## config.mk

```make
export PLATFORM = sky130hd
export DESIGN_NAME = prog_encoder_flat
export DESIGN_NICKNAME = d
export VERILOG_FILES = /design/src/rtl/prog_encoder_if.sv /design/src/rtl/prog_encoder.sv /design/src/flat_wrapper.sv
export SDC_FILE = /design/constraint.sdc
export NUM_CORES = 1
export LEC_CHECK = 0
export ABC_AREA = 1
export BUFFER_PORTS_ARGS = -buffer_cell sky130_fd_sc_hd__buf_2
export CORE_MARGIN = 1.5
export CORE_UTILIZATION = 45
export CTS_CLUSTER_SIZE = 40
export DETAILED_ROUTE_END_ITERATION = 12
export PLACE_DENSITY = 0.68
export SLEW_MARGIN = 20
export SYNTH_ARGS = -nofsm -noshare
export SYNTH_HDL_FRONTEND = slang
export SYNTH_SLANG_ARGS = --single-unit
```

## constraint.sdc

```tcl
create_clock -name clk -period 3.9 [get_ports clk]
set_input_delay 0.195 -clock clk [delete_from_list [all_inputs] [get_ports clk]]
set_output_delay 0.195 -clock clk [all_outputs]
set_load 0.02 [all_outputs]
```

## src/rtl/prog_encoder_if.sv

```systemverilog
// Request channel between the host loader and the instruction encoder:
// one symbolic instruction per valid/ready handshake.
interface prog_encoder_if;
    logic       in_valid;
    logic       in_ready;
    logic [3:0] mnemonic;
    logic [2:0] f_a;
    logic [2:0] f_b;
    logic [1:0] f_c;

    modport master (output in_valid, mnemonic, f_a, f_b, f_c, input in_ready);
    modport slave  (input in_valid, mnemonic, f_a, f_b, f_c, output in_ready);
endinterface

```

## src/rtl/prog_encoder.sv

```systemverilog
// Program loader: packs symbolic instructions into 9-bit words and writes them
// to instruction memory at consecutive addresses from 0 until HALT or an error.
module prog_encoder #(
    parameter int instr_width = 9,
    parameter int addr_width  = 8,
    parameter int depth       = 256
) (
    input  logic                   clk,
    input  logic                   rst_n,
    input  logic                   start,
    prog_encoder_if.slave          req,
    output logic                   imem_we,
    output logic [addr_width-1:0]  imem_addr,
    output logic [instr_width-1:0] imem_wdata,
    output logic [addr_width:0]    count,
    output logic                   done,
    output logic                   error,
    output logic [1:0]             err_code
);

    typedef enum logic [1:0] {S_IDLE, S_LOAD, S_DONE, S_ERR} state_t;

    typedef enum logic [3:0] {
        M_AND, M_SLT, M_OR, M_JR, M_LW, M_SW, M_ADD, M_ADDI,
        M_SUB, M_TR, M_BEQ, M_SRL, M_SRA, M_SLL, M_HALT, M_ILL
    } mnemonic_t;

    localparam logic [1:0]          ERR_NONE  = 2'd0;
    localparam logic [1:0]          ERR_ILL   = 2'd1;
    localparam logic [1:0]          ERR_RANGE = 2'd2;
    localparam logic [1:0]          ERR_OVF   = 2'd3;
    localparam logic [addr_width:0] LAST_ADDR = (addr_width + 1)'(depth - 1);

    state_t                 r_state;
    logic                   r_we;
    logic [addr_width-1:0]  r_addr;
    logic [instr_width-1:0] r_wdata;
    logic [addr_width:0]    r_count;
    logic                   r_done;
    logic                   r_error;
    logic [1:0]             r_err_code;

    mnemonic_t              w_mn;
    logic [1:0]             w_a;
    logic [1:0]             w_b;
    logic [instr_width-1:0] w_word;
    logic [1:0]             w_req_err;
    logic                   w_accept;

    assign w_mn     = mnemonic_t'(req.mnemonic);
    assign w_a      = req.f_a[1:0];
    assign w_b      = req.f_b[1:0];
    assign w_accept = req.in_valid && req.in_ready;

    // in_ready is decoded from state rather than registered so accepts can run back-to-back.
    assign req.in_ready = (r_state == S_LOAD);

    // NOTE: every always_comb output gets a default first, so no path can infer a latch.
    always_comb begin
        w_word    = '0;
        w_req_err = ERR_NONE;
        case (w_mn)
            M_AND, M_SLT, M_OR: w_word = {3'b000, w_a, w_b, req.mnemonic[1:0]};
            M_JR:               w_word = {3'b000, w_a, 2'b00, 2'b11};
            M_LW:               w_word = {3'b001, w_a, w_b, 2'b00};
            M_SW:               w_word = {3'b001, w_a, w_b, 2'b01};
            M_ADD:              w_word = {3'b010, w_a, w_b, req.f_c};
            M_ADDI:             w_word = {3'b011, w_a, w_b, req.f_c};
            M_SUB:              w_word = {3'b100, w_a, w_b, req.f_c};
            M_TR:               w_word = {3'b101, req.f_a, req.f_b};
            M_BEQ:              w_word = {3'b110, w_a, w_b, 2'b00};
            M_SRL:              w_word = {3'b111, w_a, w_b, 2'b00};
            M_SRA:              w_word = {3'b111, w_a, w_b, 2'b01};
            M_SLL:              w_word = {3'b111, w_a, w_b, 2'b10};
            M_HALT:             w_word = {3'b111, 2'b00, 2'b00, 2'b11};
            default:            w_word = '0;
        endcase

        if (w_mn == M_ILL) begin
            w_req_err = ERR_ILL;
        end else if (w_mn == M_JR) begin
            if (req.f_a[2]) w_req_err = ERR_RANGE;
        end else if (w_mn != M_TR && w_mn != M_HALT) begin
            if (req.f_a[2] || req.f_b[2]) w_req_err = ERR_RANGE;
        end
    end

    // NOTE: state and outputs update with non-blocking assignments under an async reset,
    // so all registers see the same pre-edge values and reset takes effect immediately.
    always_ff @(posedge clk or negedge rst_n) begin
        if (!rst_n) begin
            r_state    <= S_IDLE;
            r_we       <= 1'b0;
            r_addr     <= '0;
            r_wdata    <= '0;
            r_count    <= '0;
            r_done     <= 1'b0;
            r_error    <= 1'b0;
            r_err_code <= ERR_NONE;
        end else begin
            r_we <= 1'b0;
            case (r_state)
                S_LOAD: begin
                    if (w_accept) begin
                        if (w_req_err != ERR_NONE) begin
                            r_state    <= S_ERR;
                            r_error    <= 1'b1;
                            r_err_code <= w_req_err;
                        end else begin
                            r_we    <= 1'b1;
                            r_addr  <= r_count[addr_width-1:0];
                            r_wdata <= w_word;
                            r_count <= r_count + 1'b1;
                            if (w_mn == M_HALT) begin
                                r_state <= S_DONE;
                                r_done  <= 1'b1;
                            end else if (r_count == LAST_ADDR) begin
                                // Last free word is still written before aborting.
                                r_state    <= S_ERR;
                                r_error    <= 1'b1;
                                r_err_code <= ERR_OVF;
                            end
                        end
                    end
                end
                default: begin
                    if (start) begin
                        r_state    <= S_LOAD;
                        r_count    <= '0;
                        r_done     <= 1'b0;
                        r_error    <= 1'b0;
                        r_err_code <= ERR_NONE;
                    end
                end
            endcase
        end
    end

    assign imem_we    = r_we;
    assign imem_addr  = r_addr;
    assign imem_wdata = r_wdata;
    assign count      = r_count;
    assign done       = r_done;
    assign error      = r_error;
    assign err_code   = r_err_code;

endmodule

```

## src/flat_wrapper.sv

```systemverilog
// flat-port wrapper written by rule: the top's interface ports become plain ports
module prog_encoder_flat 
#(
    parameter int instr_width = 9,
    parameter int addr_width  = 8,
    parameter int depth       = 256
)
  (clk, rst_n, start, imem_we, imem_addr, imem_wdata, count, done, error, err_code, req_in_valid, req_mnemonic, req_f_a, req_f_b, req_f_c, req_in_ready);
  prog_encoder_if req_i ();
  input  logic clk;
  input  logic rst_n;
  input  logic start;
  output logic imem_we;
  output logic [addr_width-1:0] imem_addr;
  output logic [instr_width-1:0] imem_wdata;
  output logic [addr_width:0] count;
  output logic done;
  output logic error;
  output logic [1:0] err_code;
  input wire logic [$bits(req_i.in_valid)-1:0] req_in_valid;
  input wire logic [$bits(req_i.mnemonic)-1:0] req_mnemonic;
  input wire logic [$bits(req_i.f_a)-1:0] req_f_a;
  input wire logic [$bits(req_i.f_b)-1:0] req_f_b;
  input wire logic [$bits(req_i.f_c)-1:0] req_f_c;
  output wire logic [$bits(req_i.in_ready)-1:0] req_in_ready;
  assign req_i.in_valid = req_in_valid;
  assign req_i.mnemonic = req_mnemonic;
  assign req_i.f_a = req_f_a;
  assign req_i.f_b = req_f_b;
  assign req_i.f_c = req_f_c;
  assign req_in_ready = req_i.in_ready;
  prog_encoder #(.instr_width(instr_width), .addr_width(addr_width), .depth(depth)) u_core (.clk(clk), .rst_n(rst_n), .start(start), .req(req_i), .imem_we(imem_we), .imem_addr(imem_addr), .imem_wdata(imem_wdata), .count(count), .done(done), .error(error), .err_code(err_code));
endmodule
```

==> flow_summary.json <==
{
  "outcome": "complete, no violations",
  "drt_wl_total_um": 5130,
  "synth.cell_area_um2": 2090,
  "async_reset_ff_share_pct": 100,
  "whs_ns": 0.177,
  "drt_pass1_iterations": 4,
  "leakagePower_nw": 1.36,
  "report.final.hold_viol_count": 0,
  "ios": 48,
  "maxSlewHeadroom_pct": 48.8,
  "syn_inst": 300,
  "period_minus_slack_ns": 1.97,
  "fin_total_pwr_w": 0.00126,
  "seq_area_um2": 826,
  "worst_slew_pin_slew_ns": 0.768,
  "synth_edf_count": 0,
  "die_y_um": 71.2,
  "dp_hpwl_um": 3810,
  "slew_viol_final": 0,
  "num_antenna_cells": 0,
  "dp.cells": 392,
  "internal_power_w": 0.000722,
  "cp-end-kind": "flip-flop",
  "viasPerCell": 5.04,
  "fp.dieW_um": 71.2,
  "clock-root-buffer": "clkbuf_8",
  "grt_overflow": 0,
  "synthesis.nets": 318,
  "clock_skew_ns": 0.00931,
  "fmax_mhz": 507,
  "io_buffer_count": 47,
  "ys_types": 31,
  "start_util_pct": 47.4,
  "clockBufferDepth": 2,
  "placementRows": 24,
  "pwr-share-seq_pct": 39.7,
  "layout-drive-gt1-share_pct": 21.5,
  "wire_per_inst_um": 12.8,
  "clk_latency_ns": 0.29,
  "seq_area_frac_synth_pct": 39.5,
  "cts_tree": "built",
  "critPathMaxFanout": 6,
  "multi_input_area_um2": 1070,
  "cts_sinks": 33,
  "ys.flop_type": "dfrtp_1",
  "synth_common_cells": "nand2_1, dfrtp_1, inv_1",
  "syn_to_final_growth_pct": 15.9,
  "utilization_pct": 55.0,
  "fill_cells": 456,
  "grtUsageMet3_pct": 5.41,
  "die-area_um2": 5070,
  "h-tree-depth": 2,
  "yosysMostFrequentCell": "nand2_1",
  "critPathLaunchType": "flip-flop",
  "switchingPower_w": 0.000540,
  "pwr-share-clk_pct": 20.4,
  "nets": 366,
  "antenna_found_initial": 0,
  "netSwitchingFraction_pct": 42.8,
  "grt_max_degree": 34,
  "numCtsBuffers": 5,
  "place_congestion": 0.868,
  "synth_top_area_share_pct": 39.5,
  "post-route-drc-count": 0,
  "grt_use_met2_pct": 34.3,
  "yosys_warnings": 0,
  "ir_drop_v": 0.000343,
  "grt_first_pass_wirelength_um": 8560,
  "vias": 2021,
  "fin_crit_sh_pct": 50.6,
  "grt_util_met1_pct": 29.4,
  "maxCapViolations": 0,
  "min_path_type": "input pin to flip-flop",
  "antenna_left": 0,
  "post_cts_resized": 0,
  "synth_top_area_cell": "dfrtp_1",
  "required_ns": 4.08,
  "core_um2": 4410,
  "rsz0062_at_grt": "no",
  "powerDensity_nw_per_um2": 520,
  "critPathKind": "flip-flop to flip-flop",
  "path_clk_slew_ns": 0.07,
  "synthTopCellsByArea": "dfrtp_1, nand2_1, nand3_1, inv_1, nor2_1",
  "grt_pass1_vias": 1835,
  "ys_seq_elements": 33,
  "setup_tns_ns": 0,
  "track_usage_pct": 21.6,
  "top_usage_layer": "met2",
  "instances_no_fill": 401,
  "avgSynthCellArea_um2": 6.98,
  "finalSetupViolCount": 0,
  "drtIter0Drc": 191,
  "combinationalPowerShare_pct": 39.9,
  "arrival_ns": 2.15
}
[worst max-delay path, stage by stage, from the launching register on]
cell     delay [ns]
dfrtp_1        0.45
ha_1           0.23
nand3_1        0.17
nor4_1         0.29
ha_1           0.24
inv_1          0.05
nand3_1        0.13
nand3_1        0.15
nand2_1        0.09
nand2_1        0.05
[layout by cell type, fill, tap and decap left out, types with 2 or more instances in the layout]
master,instances
o21ai_0,13
nand2_1,118
o21ai_1,5
or2_1,2
o2111ai_1,2
a21oi_1,4
o21ai_2,6
clkbuf_8,5
nand2_2,4
dfrtp_1,33
nand3_1,22
inv_1,29
xor2_1,2
nor2_4,4
nor2_1,28
buf_2,47
o211ai_1,2
inv_2,3
nand4_1,4
ha_1,2
nor3_1,2
clkinv_2,3
[power groups by stage]
| stage | registers (W) | logic, W | clock network (W) |
|---|---|---|---|
| after floorplan | 0.000614 | 0.000249 | 0 |
| after global placement | 0.000508 | 0.000501 | 0 |
| after detailed placement | 0.000508 | 0.000507 | 0 |
| after CTS | 0.000503 | 0.000509 | 0.000261 |
| after global routing | 0.000515 | 0.000556 | 0.000277 |
| final | 0.000500 | 0.000504 | 0.000257 |
[per-stage QoR]
stage               setup slack, ns  instance area [um2]
floorplan                      2.17                 2090
global placement               1.95                 2330
detailed placement             1.89                 2330
CTS                            1.92                 2430
global route                   1.73                 2430
finish                         1.93                 2430
[per-layer routing]
metal | routed length [um] | vias to the layer above
met2 | 2360 | 73
met1 | 2390 | 898
met5 | 0 | -
met4 | 64 | 0
met3 | 321 | 6
li1 | - | 1044
[final cells by class]
| cell class | count | area share [%] |
|---|---|---|
| clock buffer | 5 | 2.84 |
| tap | 52 | 2.68 |
| timing repair buffer | 48 | 10.1 |
| clock inverter | 3 | 0.722 |
| multi-input combinational | 226 | 44.3 |
| inverter | 34 | 5.31 |
| sequential | 33 | 34.0 |
[worst paths after layout]
path / start / to / slack [ns] / cells past startpoint
max in group asynchronous: rst_n / u_core.r_state[0] / 2.89 / 2
worst min register to register: u_core.err_code[1] / u_core.err_code[1] / 0.47 / 2
min in group asynchronous: rst_n / u_core.imem_addr[1] / 0.51 / 2
worst max register to register: u_core.count[0] / u_core.err_code[1] / 1.93 / 9
worst min-delay path: req_in_valid / u_core.done / 0.18 / 2
worst max-delay path: u_core.count[0] / u_core.err_code[1] / 1.93 / 9
[flip-flops by register name (all words and copies together), names as in the netlist]
register and cells:
u_core.imem_we 1, u_core.imem_addr 8, u_core.err_code 2, u_core.done 1, u_core.count 9, u_core.imem_wdata 9
u_core.error 1, u_core.r_state 2
[timing repair]
item | CTS | global route
hold buffers | 1 | 0
endpoints found under the hold margin | 33 | 0
buffers inserted | 0 | 0
[cells by family (layout without fill, tap and decap cells)]
family / Yosys count / in the layout / share of synthesized area [%]
flops: 33 / 33 / 39.4
xor+xnor: 3 / 3 / 1.26
compound gates: 33 / 33 / 9.80
simple gates: 188 / 188 / 39.1
buf+inv: 41 / 90 / 9.20
fa+ha+maj: 2 / 2 / 1.20
(Power assumes the default switching activity.)
